$ cat config.mk
export PLATFORM = sky130hd
export DESIGN_NAME = up_down_counter_mod
export DESIGN_NICKNAME = d
export VERILOG_FILES = /design/src/rtl/up_down_counter_pkg.sv /design/src/rtl/up_down_next_val.sv /design/src/rtl/up_down_counter_mod.sv
export SDC_FILE = /design/constraint.sdc
export NUM_CORES = 1
export LEC_CHECK = 0
export CAP_MARGIN = 15
export CORE_MARGIN = 2
export CORE_UTILIZATION = 30
export DETAILED_ROUTE_END_ITERATION = 12
export REMOVE_ABC_BUFFERS = 1
export SLEW_MARGIN = 20
export SYNTH_ARGS = -nofsm -noshare
export SYNTH_HDL_FRONTEND = slang
export SYNTH_SLANG_ARGS = --single-unit
$ cat constraint.sdc
create_clock -name clk -period 2.5 [get_ports clk]
set_input_delay 0.25 -clock clk [delete_from_list [all_inputs] [get_ports clk]]
set_output_delay 0.25 -clock clk [all_outputs]
set_load 0.1 [all_outputs]
$ cat src/rtl/up_down_counter_pkg.sv
// Shared encodings for the up/down counter: direction and limit-mode codes.
package up_down_counter_pkg;
   localparam logic DIR_UP    = 1'b0;
   localparam logic DIR_DOWN  = 1'b1;
   localparam logic MODE_WRAP = 1'b0;
   localparam logic MODE_SAT  = 1'b1;
endpackage

$ cat src/rtl/up_down_next_val.sv
// Combinational step calculator: next count plus overflow/underflow flags for one
// enabled step against a runtime modulus.
module up_down_next_val
   import up_down_counter_pkg::*;
#(
   parameter int WIDTH = 8
) (
   input  logic [WIDTH-1:0] counter,
   input  logic [WIDTH-1:0] modulus,
   input  logic             up_down,
   input  logic             sat,
   output logic [WIDTH-1:0] next,
   output logic             ovf,
   output logic             unf
);

   always_comb begin
      next = counter;
      ovf  = 1'b0;
      unf  = 1'b0;
      if (up_down == DIR_UP) begin
         if (counter < modulus) begin
            next = counter + WIDTH'(1);
         end else begin
            // also catches a count stranded above a freshly lowered modulus
            ovf  = 1'b1;
            next = (sat == MODE_WRAP) ? '0 : modulus;
         end
      end else if (up_down == DIR_DOWN) begin
         if (counter > modulus) begin
            next = modulus;
         end else if (counter != '0) begin
            next = counter - WIDTH'(1);
         end else begin
            unf  = 1'b1;
            next = (sat == MODE_SAT) ? '0 : modulus;
         end
      end
   end

endmodule

$ cat src/rtl/up_down_counter_mod.sv
// Parametrised up/down counter with runtime modulus, wrap/saturate mode,
// synchronous load and registered one-cycle ovf/unf pulses.
module up_down_counter_mod
   import up_down_counter_pkg::*;
#(
   parameter int              WIDTH     = 8,
   parameter logic [WIDTH-1:0] RESET_VAL = '0
) (
   input  logic             clk,
   input  logic             reset,
   input  logic             en,
   input  logic             up_down,
   input  logic             sat,
   input  logic             load,
   input  logic [WIDTH-1:0] load_val,
   input  logic [WIDTH-1:0] modulus,
   output logic [WIDTH-1:0] counter,
   output logic             ovf,
   output logic             unf,
   output logic             at_max,
   output logic             at_zero
);

   logic [WIDTH-1:0] step_val;
   logic             step_ovf;
   logic             step_unf;

   up_down_next_val #(.WIDTH(WIDTH)) u_next (
      .counter (counter),
      .modulus (modulus),
      .up_down (up_down),
      .sat     (sat),
      .next    (step_val),
      .ovf     (step_ovf),
      .unf     (step_unf)
   );

   always_ff @(posedge clk or posedge reset) begin
      if (reset) begin
         counter <= RESET_VAL;
         ovf     <= 1'b0;
         unf     <= 1'b0;
      end else if (load) begin
         counter <= (load_val > modulus) ? modulus : load_val;
         ovf     <= 1'b0;
         unf     <= 1'b0;
      end else if (en) begin
         counter <= step_val;
         ovf     <= step_ovf;
         unf     <= step_unf;
      end else begin
         ovf     <= 1'b0;
         unf     <= 1'b0;
      end
   end

   assign at_max  = (counter == modulus);
   assign at_zero = (counter == '0);

endmodule

==> results.cfg, run 1 <==
[outcome]
run_status = complete, no violations

[floorplanning]
floorplan.initialDensity = 0.314
die_x_um = 74.5
io_pins = 34
core.rowCount = 25
floorplan.die.height_um = 74.5
placeableCoreArea_um2 = 4750
die_footprint_um2 = 5550

[clocking]
cts.path.max_buffers = 2
ctsHtreeMaxLevel = 1
cts_buffers = 3
tritoncts = built
hold_fix_buffers_at_cts = 0
clk_latency_ps = 250
cts_sinks = 10
cts.root.buffer_cell = sky130_fd_sc_hd__clkbuf_8
cts.clk_slew.worst_paths_ps = 50

[worst_setup_path]
worst-endpoint-required_ps = 2630
endpoint_kind = flip-flop
crit_path_max_incr_delay_ps = 490
cp_cell_sequence = clkdlybuf4s50_1 -> inv_1 -> ha_1 -> and4b_1 -> a211oi_2 -> o22ai_4 -> buf_4 -> mux2_2 -> a21oi_1 -> o31ai_1
worst_r2r_path_depth = 5
slowest_stage = sky130_fd_sc_hd__clkdlybuf4s50_1
cp_data_arrival_time_ps = 2510
critPathLaunchType = primary input
critPathKind = in2reg
path_max_fanout = 6

[place]
gp_congestion = 0.999
detailed_place_hpwl_um = 4040
buffer_ports.inserted = 33
placed_area_um2 = 2200

[cells_and_area]
design_area_um2 = 2310
num_antenna_cells = 0
mostFrequentLayoutCell = sky130_fd_sc_hd__buf_4
most-common-layout-cells = sky130_fd_sc_hd__buf_4, sky130_fd_sc_hd__clkdlybuf4s50_1, sky130_fd_sc_hd__ha_1
num-nets-final = 300
drive_gt1_frac = 0.322
area_growth_pct = 55.1

[drt]
vias_per_cell = 5.29
finalWirelength_um = 5100
via_count = 1720
pre_antenna_drt_iters = 4
postRouteAntennaNets = 0
drt_iter0_drc = 96
drcViolationCount = 0
drt-wirelength-per-cell_um = 15.7

[global_routing]
grt_pass1_wl_um = 8180
grt_start_max_net_pins = 19
global_route.overflow_total = 0
grt_pass1_vias = 1680
grt_use_total = 0.194
antenna_found_initial = 0

[logic_synthesis]
synth_top_family_by_area = compound AO/OA/AOI/OAI gates
post_synth_num_cell_types = 49
synth.mux.area_fraction = 0.0579
post_synth.cell_area_avg_um2 = 8.11
post_synth_xor_area_fraction = 0.0587
count_of_flip_flops_with_a_built_in_enable_after_synthesis = 0
synth-simple-area-share = 0.213
synth_compound_gate_area_share = 0.273
synth-adder-area-share = 0.159
postSynthCellCount = 184
dominantRegCellSynth = sky130_fd_sc_hd__dfrtp_1
synth.ff_latch_count = 10
synth_sequential_area_ratio = 0.168
synth-async-reset-ratio = 1.00
netlist_area_um2 = 1490
yosysWarnings = 0

[timing]
finalClockSkew_ps = 2.97
timing.hold.ws_ps = 310
min_period_ps = 2390
setup_viol_count_final = 0
final_min_period_over_clock_period = 0.955
max_slew.worst_pin.slew_ps = 680
clock.fmax_mhz = 419
timing.final.max_slew_violations = 0
timing.setup.tns_ps = 0
worst_slew_margin_rel = 0.546
hold_viol = 0

[power_and_ir_drop]
leakage_nw = 1.05
max-vdd-ir-drop_uv = 532
power.density_nw_per_um2 = 580
post-layout-total-power_mw = 1.34

[min_path]
hold_path_class = in2async

[run]
maxCapViolations = 0
-- power breakdown --
group | leakage [nW] | total [mW] | switching, mW | internal (mW)
Sequential | 0.125 | 0.218 | 0.0316 | 0.187
Combinational | 0.892 | 0.901 | 0.533 | 0.367
Clock | 0.0288 | 0.222 | 0.0824 | 0.140
-- layer usage --
metal,share of wire,up-vias,track usage
li1,-,854,-
met1,0.46,787,0.259
met2,0.46,64,0.317
met5,0,-,0
met4,0.026,0,0.0754
met3,0.054,15,0.0298
-- path summary, 6_finish.rpt --
path                       slack, ps  startpoint         end
min                              310       reset         ovf
min in group clk                 530  modulus[1]  counter[1]
max in group asynchronous       1880       reset  counter[4]
max                              110  modulus[2]  counter[7]
max reg2reg                      170  counter[3]  counter[5]
min reg2reg                      730  counter[4]  counter[4]
-- timing repair --
item                                    in CTS  in global routing
pin swaps                                    0                  8
buffers inserted                             0                  1
endpoints found under the setup margin       3                  6
resized for setup                            2                 10
-- registers in the layout, indices dropped and copies added (netlist names) --
signal   count
counter      8
unf          1
ovf          1
-- critical path, delay by kind of cell --
| family | cells | cell delay (ps) |
|---|---|---|
| adders and majority gates | 1 | 310 |
| AOI/OAI and AO/OA | 4 | 690 |
| and+or+nand+nor | 1 | 230 |
| muxes | 1 | 260 |
| buffers and inverters | 3 | 760 |
-- synth_stat cells (2+ instances only) --
master | n | area, um2
sky130_fd_sc_hd__o21ai_0 | 8 | 40.0
sky130_fd_sc_hd__mux2_2 | 5 | 56.3
sky130_fd_sc_hd__nand4_1 | 5 | 31.3
sky130_fd_sc_hd__o221ai_1 | 5 | 43.8
sky130_fd_sc_hd__xor2_1 | 4 | 35.0
sky130_fd_sc_hd__clkbuf_1 | 8 | 30.0
sky130_fd_sc_hd__nand2_1 | 10 | 37.5
sky130_fd_sc_hd__a311oi_1 | 2 | 17.5
sky130_fd_sc_hd__xnor2_1 | 6 | 52.6
sky130_fd_sc_hd__ha_1 | 19 | 238
sky130_fd_sc_hd__o22ai_1 | 2 | 12.5
sky130_fd_sc_hd__o31ai_1 | 3 | 22.5
sky130_fd_sc_hd__dfrtp_1 | 10 | 250
sky130_fd_sc_hd__o311ai_0 | 2 | 17.5
sky130_fd_sc_hd__a21oi_1 | 13 | 65.1
sky130_fd_sc_hd__nor2_1 | 7 | 26.3
sky130_fd_sc_hd__mux2i_1 | 3 | 30.0
sky130_fd_sc_hd__nor3_1 | 8 | 40.0
sky130_fd_sc_hd__nand3_1 | 6 | 30.0
sky130_fd_sc_hd__a211oi_1 | 2 | 15.0
sky130_fd_sc_hd__nor4_1 | 2 | 12.5
sky130_fd_sc_hd__o221a_2 | 2 | 22.5
sky130_fd_sc_hd__nor2b_1 | 2 | 12.5
sky130_fd_sc_hd__inv_1 | 15 | 56.3
sky130_fd_sc_hd__or3_1 | 3 | 18.8
sky130_fd_sc_hd__nand2b_1 | 2 | 12.5
sky130_fd_sc_hd__o311a_1 | 2 | 20.0
sky130_fd_sc_hd__a221o_1 | 3 | 30.0
sky130_fd_sc_hd__nor3b_1 | 5 | 37.5
-- cell families (layout without fill, tap and decap cells) --
group	Yosys count	in the layout
compound gates	55	55
xor+xnor	10	10
fa+ha+maj	19	19
buf+inv	25	99
flops	10	10
mux	8	8
simple gates	57	57
-- cell type report --
type / instances / area [um2]
clock buffer: 4 / 55.1
sequential: 10 / 250
tap: 67 / 83.8
multi-input combinational: 149 / 1190
fill: 501 / 2440
timing repair buffer: 80 / 681
inverter: 15 / 56.3
-- stage by stage --
stage / util / instances / worst slack (ps)
after floorplan: - / 174 / -1540
after global placement: 0.462 / 320 / -246
after detailed placement: 0.462 / 320 / -295
after CTS: 0.476 / 324 / 57.4
after global routing: 0.487 / 325 / -0.356
final: 0.487 / 325 / 112
Power figures use the tool's default switching activity.
==> run 2: changes to the inputs <==
--- a/config.mk
+++ b/config.mk
@@ -8,7 +8,9 @@
 export CAP_MARGIN = 15
 export CORE_MARGIN = 2
 export CORE_UTILIZATION = 30
+export CTS_CLUSTER_SIZE = 10
 export DETAILED_ROUTE_END_ITERATION = 12
+export PLACE_DENSITY_LB_ADDON = 0.1
 export REMOVE_ABC_BUFFERS = 1
 export SLEW_MARGIN = 20
 export SYNTH_ARGS = -nofsm -noshare
==> run 2 against run 1 <==
  * Die area is the same
  * Sequential cell count is the same
  * First-iteration DRC count grew 22%
  * Combinational power shrank 2%
  * Clock power is essentially flat
  * Clock skew shrank 1.6 ps
==> results.cfg, run 2 (synthesis results as in run 1) <==
[global_routing]
grt_use_total = 0.202
antenna_found_initial = 0
grt_pass1_vias = 1691
grt_pass1_wl_um = 8540
met2_usage = 0.317
grt_start_max_net_pins = 25
met1_track_demand_over_resource = 0.288
global_route.overflow_total = 0
busiest_layer = met2
grt.met3_usage = 0.0312

[place]
placed_area_um2 = 2150
buffer_ports.inserted = 33
detailed_place_hpwl_um = 4210
pre_cts_slack_ps = -292
gp_congestion = 0.895

[drt]
finalWirelength_um = 5310
via_count = 1710
pre_antenna_drt_iters = 4
drcViolationCount = 0
postRouteAntennaNets = 0
vias_per_cell = 5.38
drt-wirelength-per-cell_um = 16.7
drt_iter0_drc = 117

[floorplanning]
die_x_um = 74.5
io_pins = 34
core.rowCount = 25
floorplan.die.height_um = 74.5
placeableCoreArea_um2 = 4750
die_footprint_um2 = 5550
floorplan.initialDensity = 0.314

[clocking]
cts_buffers = 3
cts.clk_slew.worst_paths_ps = 60
tritoncts = built
cts_sinks = 10
clk_latency_ps = 240
cts.path.max_buffers = 2
cts.root.buffer_cell = sky130_fd_sc_hd__clkbuf_8
hold_fix_buffers_at_cts = 0
post-cts-setup-buffer-count = 0
ctsHtreeMaxLevel = 1

[worst_setup_path]
cp_cell_sequence = clkdlybuf4s50_1 -> inv_1 -> ha_1 -> nor2b_1 -> o211ai_1 -> a21oi_1 -> or2_4 -> o311a_1 -> a221o_1
crit_path_max_incr_delay_ps = 490
regToRegStartpoint = counter[3]
worstSetupStartpoint = modulus[1]
path_max_fanout = 7
cp_data_arrival_time_ps = 2500
critPathKind = in2reg
slowest_stage = sky130_fd_sc_hd__clkdlybuf4s50_1
crit_family = compound AO/OA/AOI/OAI gates
critPathBufInv = 2
endpoint_kind = flip-flop
critPathLaunchType = primary input
worst-endpoint-required_ps = 2630

[timing]
max_slew.worst_pin.slew_ps = 449
worst_slew_margin_rel = 0.700
timing.final.max_slew_violations = 0
setup_viol_count_final = 0
final.setup.worst_slack_ps = 123
min_period_ps = 2380
rsz0062_at_grt = true
finalClockSkew_ps = 1.38
clock.fmax_mhz = 421
hold_viol = 0
final_min_period_over_clock_period = 0.951

[cells_and_area]
most-common-layout-cells = sky130_fd_sc_hd__buf_4, sky130_fd_sc_hd__clkdlybuf4s50_1, sky130_fd_sc_hd__ha_1
num-nets-final = 293
max_flop_register = counter
area_growth_pct = 50.4
drive_gt1_frac = 0.291
design_area_um2 = 2240
mostFrequentLayoutCell = sky130_fd_sc_hd__buf_4
num_antenna_cells = 0
largest_regs = counter: 8 flops, ovf: 1 flops, unf: 1 flops
largest_reg_flops = 8

[power_and_ir_drop]
power.internal_uw = 680
sequential_share_of_power = 0.168
power_share_of_the_combinational_group = 0.667
total_switching_power_uw = 648
clock_power_share = 0.165
power.density_nw_per_um2 = 592
switching_share_of_power = 0.488
max-vdd-ir-drop_uv = 309
leakage_nw = 1.01

[min_path]
hold_path_class = in2async

[outcome]
run_status = complete, no violations

[run]
maxCapViolations = 0
## run 2: per-stage QoR
step                      cells  hold slack [ps]   util  TNS, ps  power [mW]
after floorplan             174             90.2      -   -13720       0.756
after global placement      314              598  0.453    -1540        1.08
after global routing        318              373  0.472    -30.5        1.40
after CTS                   318              339  0.466        0        1.31
after detailed placement    314              595  0.453    -1720        1.08
final                       318              311  0.472        0        1.33
## run 2: layout make-up
type / count / area [um2]
sequential: 10 / 250
tap: 67 / 83.8
inverter: 15 / 56.3
clock buffer: 4 / 55.1
timing repair buffer: 73 / 626
fill: 479 / 2510
multi-input combinational: 149 / 1170
## run 2: final timing paths
path                               to  slack, ps  depth (start not counted)
max reg2reg                counter[4]        200                          5
max                        counter[3]        120                          9
max in group asynchronous  counter[1]       1880                          2
min in group clk                  unf        770                          4
min                               unf        310                          2
min reg2reg                       unf        820                          3
## run 2: power groups by stage
stage               registers, mW  clock network, mW  logic, mW
floorplan                   0.422                  0      0.334
global placement            0.224                  0      0.855
detailed placement          0.225                  0      0.858
CTS                         0.222              0.219      0.865
global route                0.226              0.226      0.952
finish                      0.223              0.219      0.886
## run 2: worst reg2reg max path: cells and delay by family (launching register included)
family	cells	cell delay [ps]
and+or+nand+nor	2	970
AOI/OAI and AO/OA	3	770
DFF	1	450
## run 2: layer usage
metal / part of all wire / up-vias
met5: 0 / -
met1: 0.47 / 814
li1: - / 840
met3: 0.052 / 7
met2: 0.47 / 49
met4: 0.011 / 0
## run 2: timing repair
action	CTS	global route
hold endpoints to repair	0	0
resized for setup	1	6
pin swaps	0	1
setup endpoints to repair	2	7
cloned	0	0
==> run 3: changes to the inputs <==
--- a/config.mk
+++ b/config.mk
@@ -12,6 +12,7 @@
 export DETAILED_ROUTE_END_ITERATION = 12
 export PLACE_DENSITY_LB_ADDON = 0.1
 export REMOVE_ABC_BUFFERS = 1
+export SETUP_SLACK_MARGIN = 0.2
 export SLEW_MARGIN = 20
 export SYNTH_ARGS = -nofsm -noshare
 export SYNTH_HDL_FRONTEND = slang
==> run 3 against run 2 <==
  * Sequential share of layout area decreased by 0.87 points
  * Via count increased by 2.1%
  * Clock-buffer cell count unchanged
  * Setup slack improved by 140 ps
  * Register-to-register slack improved by 70 ps
  * Die area unchanged
  * Power increased by 5.5%
  * Cell count increased by 1.3%
  * Non-clock buffer count increased by 4
  * First-iteration DRC count decreased by 21%
==> results.cfg, run 3 (synthesis results as in run 1) <==
[global_routing]
grt_use_total = 0.204
grt_pass1_wl_um = 8640
grt_start_max_net_pins = 25
antenna_found_initial = 0
grt_pass1_vias = 1702
global_route.overflow_total = 0

[floorplanning]
core.rowCount = 25
placeableCoreArea_um2 = 4750
floorplan.initialDensity = 0.314
die_x_um = 74.5
io_pins = 34
die_footprint_um2 = 5550
floorplan.die.height_um = 74.5

[clocking]
cts.root.buffer_cell = sky130_fd_sc_hd__clkbuf_8
cts.path.max_buffers = 2
hold_fix_buffers_at_cts = 0
ctsHtreeMaxLevel = 1
cts.clk_slew.worst_paths_ps = 60
cts_buffers = 3
cts_sinks = 10
tritoncts = built
clk_latency_ps = 240

[worst_setup_path]
endpoint_kind = flip-flop
critPathLaunchType = primary input
cp_data_arrival_time_ps = 2360
path_max_fanout = 5
r2r_setup_slack_ps = 270
worst_r2r_path_depth = 5
regToRegStartpoint = counter[5]
worst-endpoint-required_ps = 2620
r2r-end = counter[4]
critPathKind = in2reg

[timing]
timing.final.max_slew_violations = 0
hold_viol = 0
min_period_ps = 2240
setup_viol_count_final = 0
timing.hold.ws_ps = 309
max_slew.worst_pin.slew_ps = 442
worst_slew_margin_rel = 0.705
clock.fmax_mhz = 447
rsz0062_at_grt = false
timing.setup.tns_ps = 0
final_min_period_over_clock_period = 0.895
finalClockSkew_ps = 1.68

[cells_and_area]
stdcell_count = 322
most-common-layout-cells = sky130_fd_sc_hd__buf_4, sky130_fd_sc_hd__clkdlybuf4s50_1, sky130_fd_sc_hd__ha_1
num-nets-final = 297
number_of_inserted_filler_cells_in_the_final_layout = 463
mostFrequentLayoutCell = sky130_fd_sc_hd__buf_4
area_growth_pct = 63.9
largest_regs = counter: 8 flops, ovf: 1 flops, unf: 1 flops
max_flop_register = counter
num_antenna_cells = 0
drive_gt1_frac = 0.404
largest_reg_flops = 8

[power_and_ir_drop]
power.density_nw_per_um2 = 573
leakage_nw = 1.09
post-layout-total-power_mw = 1.40
max-vdd-ir-drop_uv = 311

[drt]
postRouteAntennaNets = 0
pre_antenna_drt_iters = 5
finalWirelength_um = 5420
vias_per_cell = 5.42
drt-wirelength-per-cell_um = 16.8
via_count = 1746
drcViolationCount = 0
drt_iter0_drc = 92

[place]
detailed_place_hpwl_um = 4210
gp_congestion = 0.895
placedCellCount = 314
buffer_ports.inserted = 33

[run]
maxCapViolations = 0

[min_path]
hold_path_class = in2async

[outcome]
run_status = complete, no violations
-- run 3: cell count changes in the layout (fill, tap and decap cells not counted), sizes merged --
cell	delta
dlymetal6s2s	+6
clkdlybuf4s50	-7
buf	+4
dlygate4sd2	+1
-- run 3: layer usage --
metal  up-vias  routed length, um  track usage
li1        849                  -            -
met1       826               2450        0.292
met2        62               2570        0.326
met3         9                303       0.0271
met4         0                 95       0.0476
met5         -                  0            0
-- run 3: stage by stage --
stage | util | setup slack [ps] | area, um2
after floorplan | - | -1540 | 1440
after global placement | 0.453 | -247 | 2150
after detailed placement | 0.453 | -292 | 2150
after CTS | 0.478 | 198 | 2270
after global routing | 0.514 | 178 | 2440
final | 0.514 | 262 | 2440
-- run 3: area by class of cell --
type / count / area, um2 / share of cell area
Inverter: 15 / 56.3 / 0.0230
Multi-Input combinational cell: 149 / 1320 / 0.540
Tap cell: 67 / 83.8 / 0.0343
Sequential cell: 10 / 251 / 0.103
Clock buffer: 4 / 55.1 / 0.0225
Timing Repair Buffer: 77 / 677 / 0.277
-- run 3: worst max-delay path, cell delays in order --
cell                              delay, ps
sky130_fd_sc_hd__clkdlybuf4s50_1        460
sky130_fd_sc_hd__inv_1                   50
sky130_fd_sc_hd__ha_1                   290
sky130_fd_sc_hd__nand4_1                210
sky130_fd_sc_hd__nor2_2                  90
sky130_fd_sc_hd__o22ai_4                270
sky130_fd_sc_hd__buf_6                  170
sky130_fd_sc_hd__mux2_2                 340
sky130_fd_sc_hd__a21oi_2                150
sky130_fd_sc_hd__o31ai_1                 80
-- run 3: report_power, final --
part	switching, mW	internal (mW)
registers	0.0382	0.187
clock network	0.0799	0.139
logic	0.560	0.396
-- run 3: repair_timing --
action,4_1_cts,5_1_grt
pin swaps,5,16
setup endpoints to repair,8,7
setup buffers,2,2
gates resized for setup,12,31
-- run 3: worst max-delay path by stage --
stage | start | end | slack [ps]
floorplan | counter[0] | counter[0] | -1540
global placement | modulus[1] | counter[6] | -250
detailed placement | modulus[1] | counter[5] | -290
CTS | modulus[3] | counter[5] | 200
global route | modulus[7] | counter[5] | 180
finish | load_val[0] | counter[5] | 260
